===== src/rtl/fetch_stage_pkg.sv =====
// Shared definitions for the instruction fetch stage.
// State encoding, target-select codes and fixed addresses.
package fetch_stage_pkg;

    typedef enum logic [1:0] {
        ST_FETCH = 2'd0,
        ST_WAIT  = 2'd1,
        ST_HOLD  = 2'd2,
        ST_DRAIN = 2'd3
    } fetch_state_t;

    localparam logic [1:0] SEL_IMM  = 2'b00;
    localparam logic [1:0] SEL_REGA = 2'b01;
    localparam logic [1:0] SEL_JUMP = 2'b10;
    localparam logic [1:0] SEL_VEC  = 2'b11;

    localparam logic [31:0] NOP_WORD = 32'h0000_0000;
    localparam logic [31:0] VEC_ADDR = 32'h0000_0040;
    localparam logic [31:0] RESET_PC = 32'h0000_0000;

    function automatic logic [31:0] align_word(input logic [31:0] a);
        return {a[31:2], 2'b00};
    endfunction

endpackage


===== src/rtl/fetch_stage_pc_select.sv =====
// Redirect target mux for the fetch stage.
// Every target leaves here word aligned.
module pc_select import fetch_stage_pkg::*; (
    input  logic [1:0]  selpctype,
    input  logic [31:0] rega,
    input  logic [31:0] pcimd2ext,
    input  logic [31:0] pcindex,
    input  logic [31:0] nextpc,
    output logic [31:0] target
);

    logic [31:0] raw;
    logic        unused_bits;

    assign unused_bits = ^{pcindex[31:26], nextpc[27:0]};

    always_comb begin
        raw = pcimd2ext;
        unique case (selpctype)
            SEL_IMM:  raw = pcimd2ext;
            SEL_REGA: raw = rega;
            SEL_JUMP: raw = {nextpc[31:28], pcindex[25:0], 2'b00};
            SEL_VEC:  raw = VEC_ADDR;
            default:  raw = pcimd2ext;
        endcase
        target = align_word(raw);
    end

endmodule


===== src/rtl/fetch_stage.sv =====
// Instruction fetch stage: single-outstanding memory request,
// one-entry skid buffer and redirect handling into IF/ID.
module fetch_stage import fetch_stage_pkg::*; (
    input  logic        clock,
    input  logic        reset,
    input  logic        id_if_selpcsource,
    input  logic [1:0]  id_if_selpctype,
    input  logic [31:0] id_if_rega,
    input  logic [31:0] id_if_pcimd2ext,
    input  logic [31:0] id_if_pcindex,
    input  logic        ex_if_stall,
    output logic        if_mem_req,
    output logic [31:0] if_mem_addr,
    input  logic        mem_if_ready,
    input  logic [31:0] mem_if_data,
    output logic [31:0] if_id_instruc,
    output logic [31:0] if_id_nextpc,
    output logic        if_id_valid
);

    fetch_state_t state, state_n;
    logic [31:0]  pc, pc_n, pc4, target;
    logic [31:0]  drain_addr, drain_addr_n;
    logic [31:0]  skid_instr, skid_instr_n;
    logic [31:0]  skid_nextpc, skid_nextpc_n;
    logic [31:0]  instruc_n, nextpc_n;
    logic         valid_n, redirect;

    assign pc4      = pc + 32'd4;
    assign redirect = id_if_selpcsource & if_id_valid & ~ex_if_stall;

    pc_select u_pc_select (
        .selpctype (id_if_selpctype),
        .rega      (id_if_rega),
        .pcimd2ext (id_if_pcimd2ext),
        .pcindex   (id_if_pcindex),
        .nextpc    (if_id_nextpc),
        .target    (target)
    );

    // DRAIN keeps presenting the abandoned address so the request stays stable
    assign if_mem_req  = reset & (state != ST_HOLD);
    assign if_mem_addr = !reset ? 32'h0 :
                         (state == ST_DRAIN) ? drain_addr : pc;

    always_comb begin
        state_n       = state;
        pc_n          = pc;
        drain_addr_n  = drain_addr;
        skid_instr_n  = skid_instr;
        skid_nextpc_n = skid_nextpc;
        instruc_n     = if_id_instruc;
        nextpc_n      = if_id_nextpc;
        valid_n       = if_id_valid;

        unique case (state)
            ST_FETCH: state_n = ST_WAIT;
            ST_WAIT: begin
                if (mem_if_ready) begin
                    if (ex_if_stall) begin
                        skid_instr_n  = mem_if_data;
                        skid_nextpc_n = pc4;
                        state_n       = ST_HOLD;
                    end else begin
                        instruc_n = mem_if_data;
                        nextpc_n  = pc4;
                        valid_n   = 1'b1;
                        pc_n      = pc4;
                        state_n   = ST_FETCH;
                    end
                end
            end
            ST_HOLD: begin
                if (!ex_if_stall) begin
                    instruc_n = skid_instr;
                    nextpc_n  = skid_nextpc;
                    valid_n   = 1'b1;
                    pc_n      = pc4;
                    state_n   = ST_FETCH;
                end
            end
            ST_DRAIN: begin
                if (mem_if_ready) state_n = ST_FETCH;
            end
            default: state_n = ST_FETCH;
        endcase

        // Redirect overrides any load, including a word returning this cycle
        if (redirect) begin
            pc_n      = target;
            instruc_n = NOP_WORD;
            nextpc_n  = if_id_nextpc;
            valid_n   = 1'b0;
            if (state == ST_WAIT && !mem_if_ready) begin
                state_n      = ST_DRAIN;
                drain_addr_n = pc;
            end else begin
                state_n = ST_FETCH;
            end
        end
    end

    always_ff @(posedge clock) begin
        if (!reset) begin
            state         <= ST_FETCH;
            pc            <= RESET_PC;
            drain_addr    <= 32'h0;
            skid_instr    <= 32'h0;
            skid_nextpc   <= 32'h0;
            if_id_instruc <= NOP_WORD;
            if_id_nextpc  <= 32'h0;
            if_id_valid   <= 1'b0;
        end else begin
            state         <= state_n;
            pc            <= pc_n;
            drain_addr    <= drain_addr_n;
            skid_instr    <= skid_instr_n;
            skid_nextpc   <= skid_nextpc_n;
            if_id_instruc <= instruc_n;
            if_id_nextpc  <= nextpc_n;
            if_id_valid   <= valid_n;
        end
    end

endmodule


===== config.mk =====
export PLATFORM = sky130hd
export DESIGN_NAME = fetch_stage
export DESIGN_NICKNAME = d
export VERILOG_FILES = /design/src/rtl/fetch_stage_pkg.sv /design/src/rtl/fetch_stage_pc_select.sv /design/src/rtl/fetch_stage.sv
export SDC_FILE = /design/constraint.sdc
export NUM_CORES = 1
export LEC_CHECK = 0
export BUFFER_PORTS_ARGS = -buffer_cell sky130_fd_sc_hd__buf_4
export CORE_MARGIN = 4
export CORE_UTILIZATION = 54
export CTS_CLUSTER_DIAMETER = 80
export CTS_CLUSTER_SIZE = 30
export DETAILED_ROUTE_END_ITERATION = 8
export PLACE_DENSITY = 0.89
export SETUP_SLACK_MARGIN = 0.3
export SLEW_MARGIN = 20
export SYNTH_ARGS = -nofsm -noshare
export SYNTH_HDL_FRONTEND = slang
export SYNTH_SLANG_ARGS = --single-unit

===== constraint.sdc =====
create_clock -name clock -period 2.5 [get_ports clock]
set_clock_uncertainty 0.1 [all_clocks]
set_input_delay 0.75 -clock clock [delete_from_list [all_inputs] [get_ports clock]]
set_output_delay 0.75 -clock clock [all_outputs]
set_load 0.02 [all_outputs]

==> metrics.cfg <==
[run_status]
status = complete, but fails checks
violations = setup timing

[logic_synthesis]
netlist.area_leader.share_pct = 39.9
ys_seq_area_share_pct = 39.9
synth_area_leader_cell = dfxtp_1
ys_seq_elements = 187
yosysWarningCount = 0
synthCells = 1185
syn_area_per_cell_sq_um = 7.91
synth.area.top_cells = dfxtp_1, mux2i_1, nand2_1
ys_types = 58
syn-cell-area_sq_mm = 0.00937
synth_top_flop_cell = dfxtp_1
synth-async-reset-ratio_pct = 0
synth_edf_count = 0

[critical_path]
critPathMaxFanout = 8
crit_required_ns = 1.65
cp-end-kind = output port
rr_worst_depth = 7
rr_startpoint = state[1]$_SDFFE_PN0P_
cp-start-kind = flip-flop
arrival_ns = 1.71
r2r_end = pc[17]$_SDFFE_PN0P_
ff2ff_setup_slack_ns = -0.03
path_class = reg2out

[route]
wl_per_cell_um = 19.7
routed_via_density = 6.23
dr_total_vias = 10160
wirelength_um = 32100
drt_pre_antenna_iters = 6
initialDrtViolationCount = 1459
postRouteAntennaNets = 0
drc = 0

[power_and_ir_drop]
switching_share_pct = 40.0
power_density_mw_per_mm2 = 884
comb_power_share_pct = 41.3
seqPwrFrac_pct = 34.9
clkPwrFrac_pct = 23.8
ir_drop_mv = 0.710
p_leak_nw = 4.86
p_int_mw = 6.81
p_sw_mw = 4.54

[cells_and_area]
multiInputGateArea_sq_mm = 0.00562
nets = 1537
num-fill-cells = 1097
num_antenna_cells = 0
final_util_pct = 76.4
seq_area_sq_mm = 0.00375
synthToLayoutAreaGrowth_pct = 37.0
final_cells = 1630
drive_above_1_share_pct = 30.3
design_area_sq_mm = 0.0128

[placed_design]
dp_slack_ns = -0.0528
place.gp.congestion = 1.01
io_buffers = 218
placed_cell_area_sq_mm = 0.0117
dpl.hpwl_um = 21100
dp.cells = 1592

[cts]
cts_root_buf = clkbuf_16
cts_tree = built
clk_path_buf_depth = 2
cts_hold_buf = 0
cts_htree_levels = 4
numCtsBuffers = 17
clock-sinks = 187
clock_latency_ns = 0.44
clk_pin_slew_ns = 0.08

[grt]
grt.busiest_layer = met2
grt_use_met2_pct = 50.6
grt_overflow = 0
met3_usage_pct = 7.65
grt_max_degree = 65
grt_usage_pct = 30.8
antenna_found_initial = 0
grt_pass1_vias = 9741
use_met1_pct = 38.1
grt_pass1_wl_um = 49600

[worst_hold_path]
whs_endpoint = if_id_nextpc[7]$_SDFFE_PN0P_
hold_path.class = reg2reg
hold-path-cell-count = 2
min_from = if_id_nextpc[7]$_SDFFE_PN0P_

[sta]
hold_viol = 0
fin_crit_ns = 2.56
timing.hold.ws_ns = 0.355
worst_slew_pin_slew_ns = 0.624
layout_setup_ws_ns = -0.0605
fmax_mhz = 391
report.final.setup_viol = 34
slew_headroom_pct = 58.4
layout_worst_path_cycle_share_pct = 102
rsz0062_at_grt = yes
finalMaxSlewViolations = 0

[floorplanning]
placeableCoreArea_sq_mm = 0.0168
start_util_pct = 55.7
die_area_sq_mm = 0.0195
ios = 233
die_h_um = 140
die_w_um = 140
placementRows = 47

[flow_run]
timing.max_cap.violations = 0

-- timing repair --
item / in CTS / in global routing
pin swaps: 2 / 1
endpoints found under the hold margin: 0 / 0
setup buffers: 2 / 4
resized for setup: 76 / 21
setup endpoints to repair: 82 / 129
-- Yosys cell counts, types with 6 or more instances --
library cell,n
a31oi_1,9
and3_1,7
nand4_1,18
nor4_1,15
a211o_1,8
a211oi_1,63
inv_1,12
buf_1,10
dfxtp_1,187
o21a_1,7
nor3_1,22
nand3_1,33
a21oi_1,121
clkbuf_1,89
mux2i_1,99
buf_2,12
a311oi_1,6
nand2_1,183
o21ai_0,62
xnor2_1,14
nor2_1,114
xor2_1,16
-- per-stage QoR --
stage,TNS (ns),power [mW]
floorplan,0,6.53
global placement,0,8.13
detailed placement,-0.0551,8.27
CTS,-0.854,11.1
global route,-2.68,11.8
finish,-1.22,11.4
-- routing by layer --
layer / up-vias / part of all wire (%) / wire length [um]
li1: 4606 / - / -
met1: 4664 / 37 / 11800
met4: 0 / 4.8 / 1550
met3: 152 / 11 / 3510
met2: 738 / 47 / 15200
met5: - / 0 / 0
-- how the worst max path moves through the flow --
stage	from	endpoint	slack [ns]	cells past startpoint
after global routing	state[0]$_SDFFE_PN0P_	if_mem_addr[29]	-0.10	5
after detailed placement	mem_if_ready	pc[13]$_SDFFE_PN0P_	-0.05	6
after CTS	state[1]$_SDFFE_PN0P_	if_mem_addr[22]	-0.05	5
after floorplan	reset	if_mem_addr[11]	0.26	4
after global placement	mem_if_ready	pc[13]$_SDFFE_PN0P_	0.01	6
final	state[0]$_SDFFE_PN0P_	if_mem_addr[11]	-0.06	5
-- power groups by stage --
stage | Sequential (mW) | Combinational (mW) | Clock, mW
finish | 3.96 | 4.69 | 2.70
global route | 4.02 | 4.99 | 2.83
CTS | 3.92 | 4.54 | 2.69
detailed placement | 3.97 | 4.29 | 0
global placement | 3.94 | 4.19 | 0
floorplan | 4.28 | 2.25 | 0
-- area by class of cell --
type                    instances  share of cell area (%)
clock buffers                  17                    3.31
multi-input cells             872                    43.7
well taps                     220                    2.14
flip-flops and latches        187                    29.2
repair buffers                307                    19.9
clock inverters                15                    1.30
inverters                      12                   0.370
-- kinds of logic after synthesis --
family / Yosys count / share of synthesized area (%)
flops: 187 / 39.9
buf+inv: 129 / 5.58
simple gates: 426 / 20.3
fa+ha+maj: 5 / 0.667
xor+xnor: 30 / 2.80
mux: 99 / 10.6
other cells: 1 / 0.0400
compound gates: 308 / 20.1
-- state kept, by name, summed over array words and instances (netlist names) --
register,cells
drain_addr,30
if_id_instruc,32
if_id_nextpc,30
if_id_valid,1
pc,30
skid_instr,32
skid_nextpc,30
state,2
-- worst max-delay path: stages (launching register included) --
cell	delay, ns
dfxtp_4	0.37
ha_4	0.26
buf_12	0.19
mux2i_2	0.26
nor2_2	0.06
buf_6	0.13
-- cells in the final DEF, fill, tap and decap left out, drive strengths merged, types with 16 or more instances in the layout --
master and instances:
clkbuf 17, a21oi 121, nand2 183, nand3 34
dfxtp 187, nor3 24, a211oi 63, xor2 16
o21ai 62, nor4 16, mux2i 99, nand4 18
buf 307, inv 20, nor2 114
(Power assumes the default switching activity.)
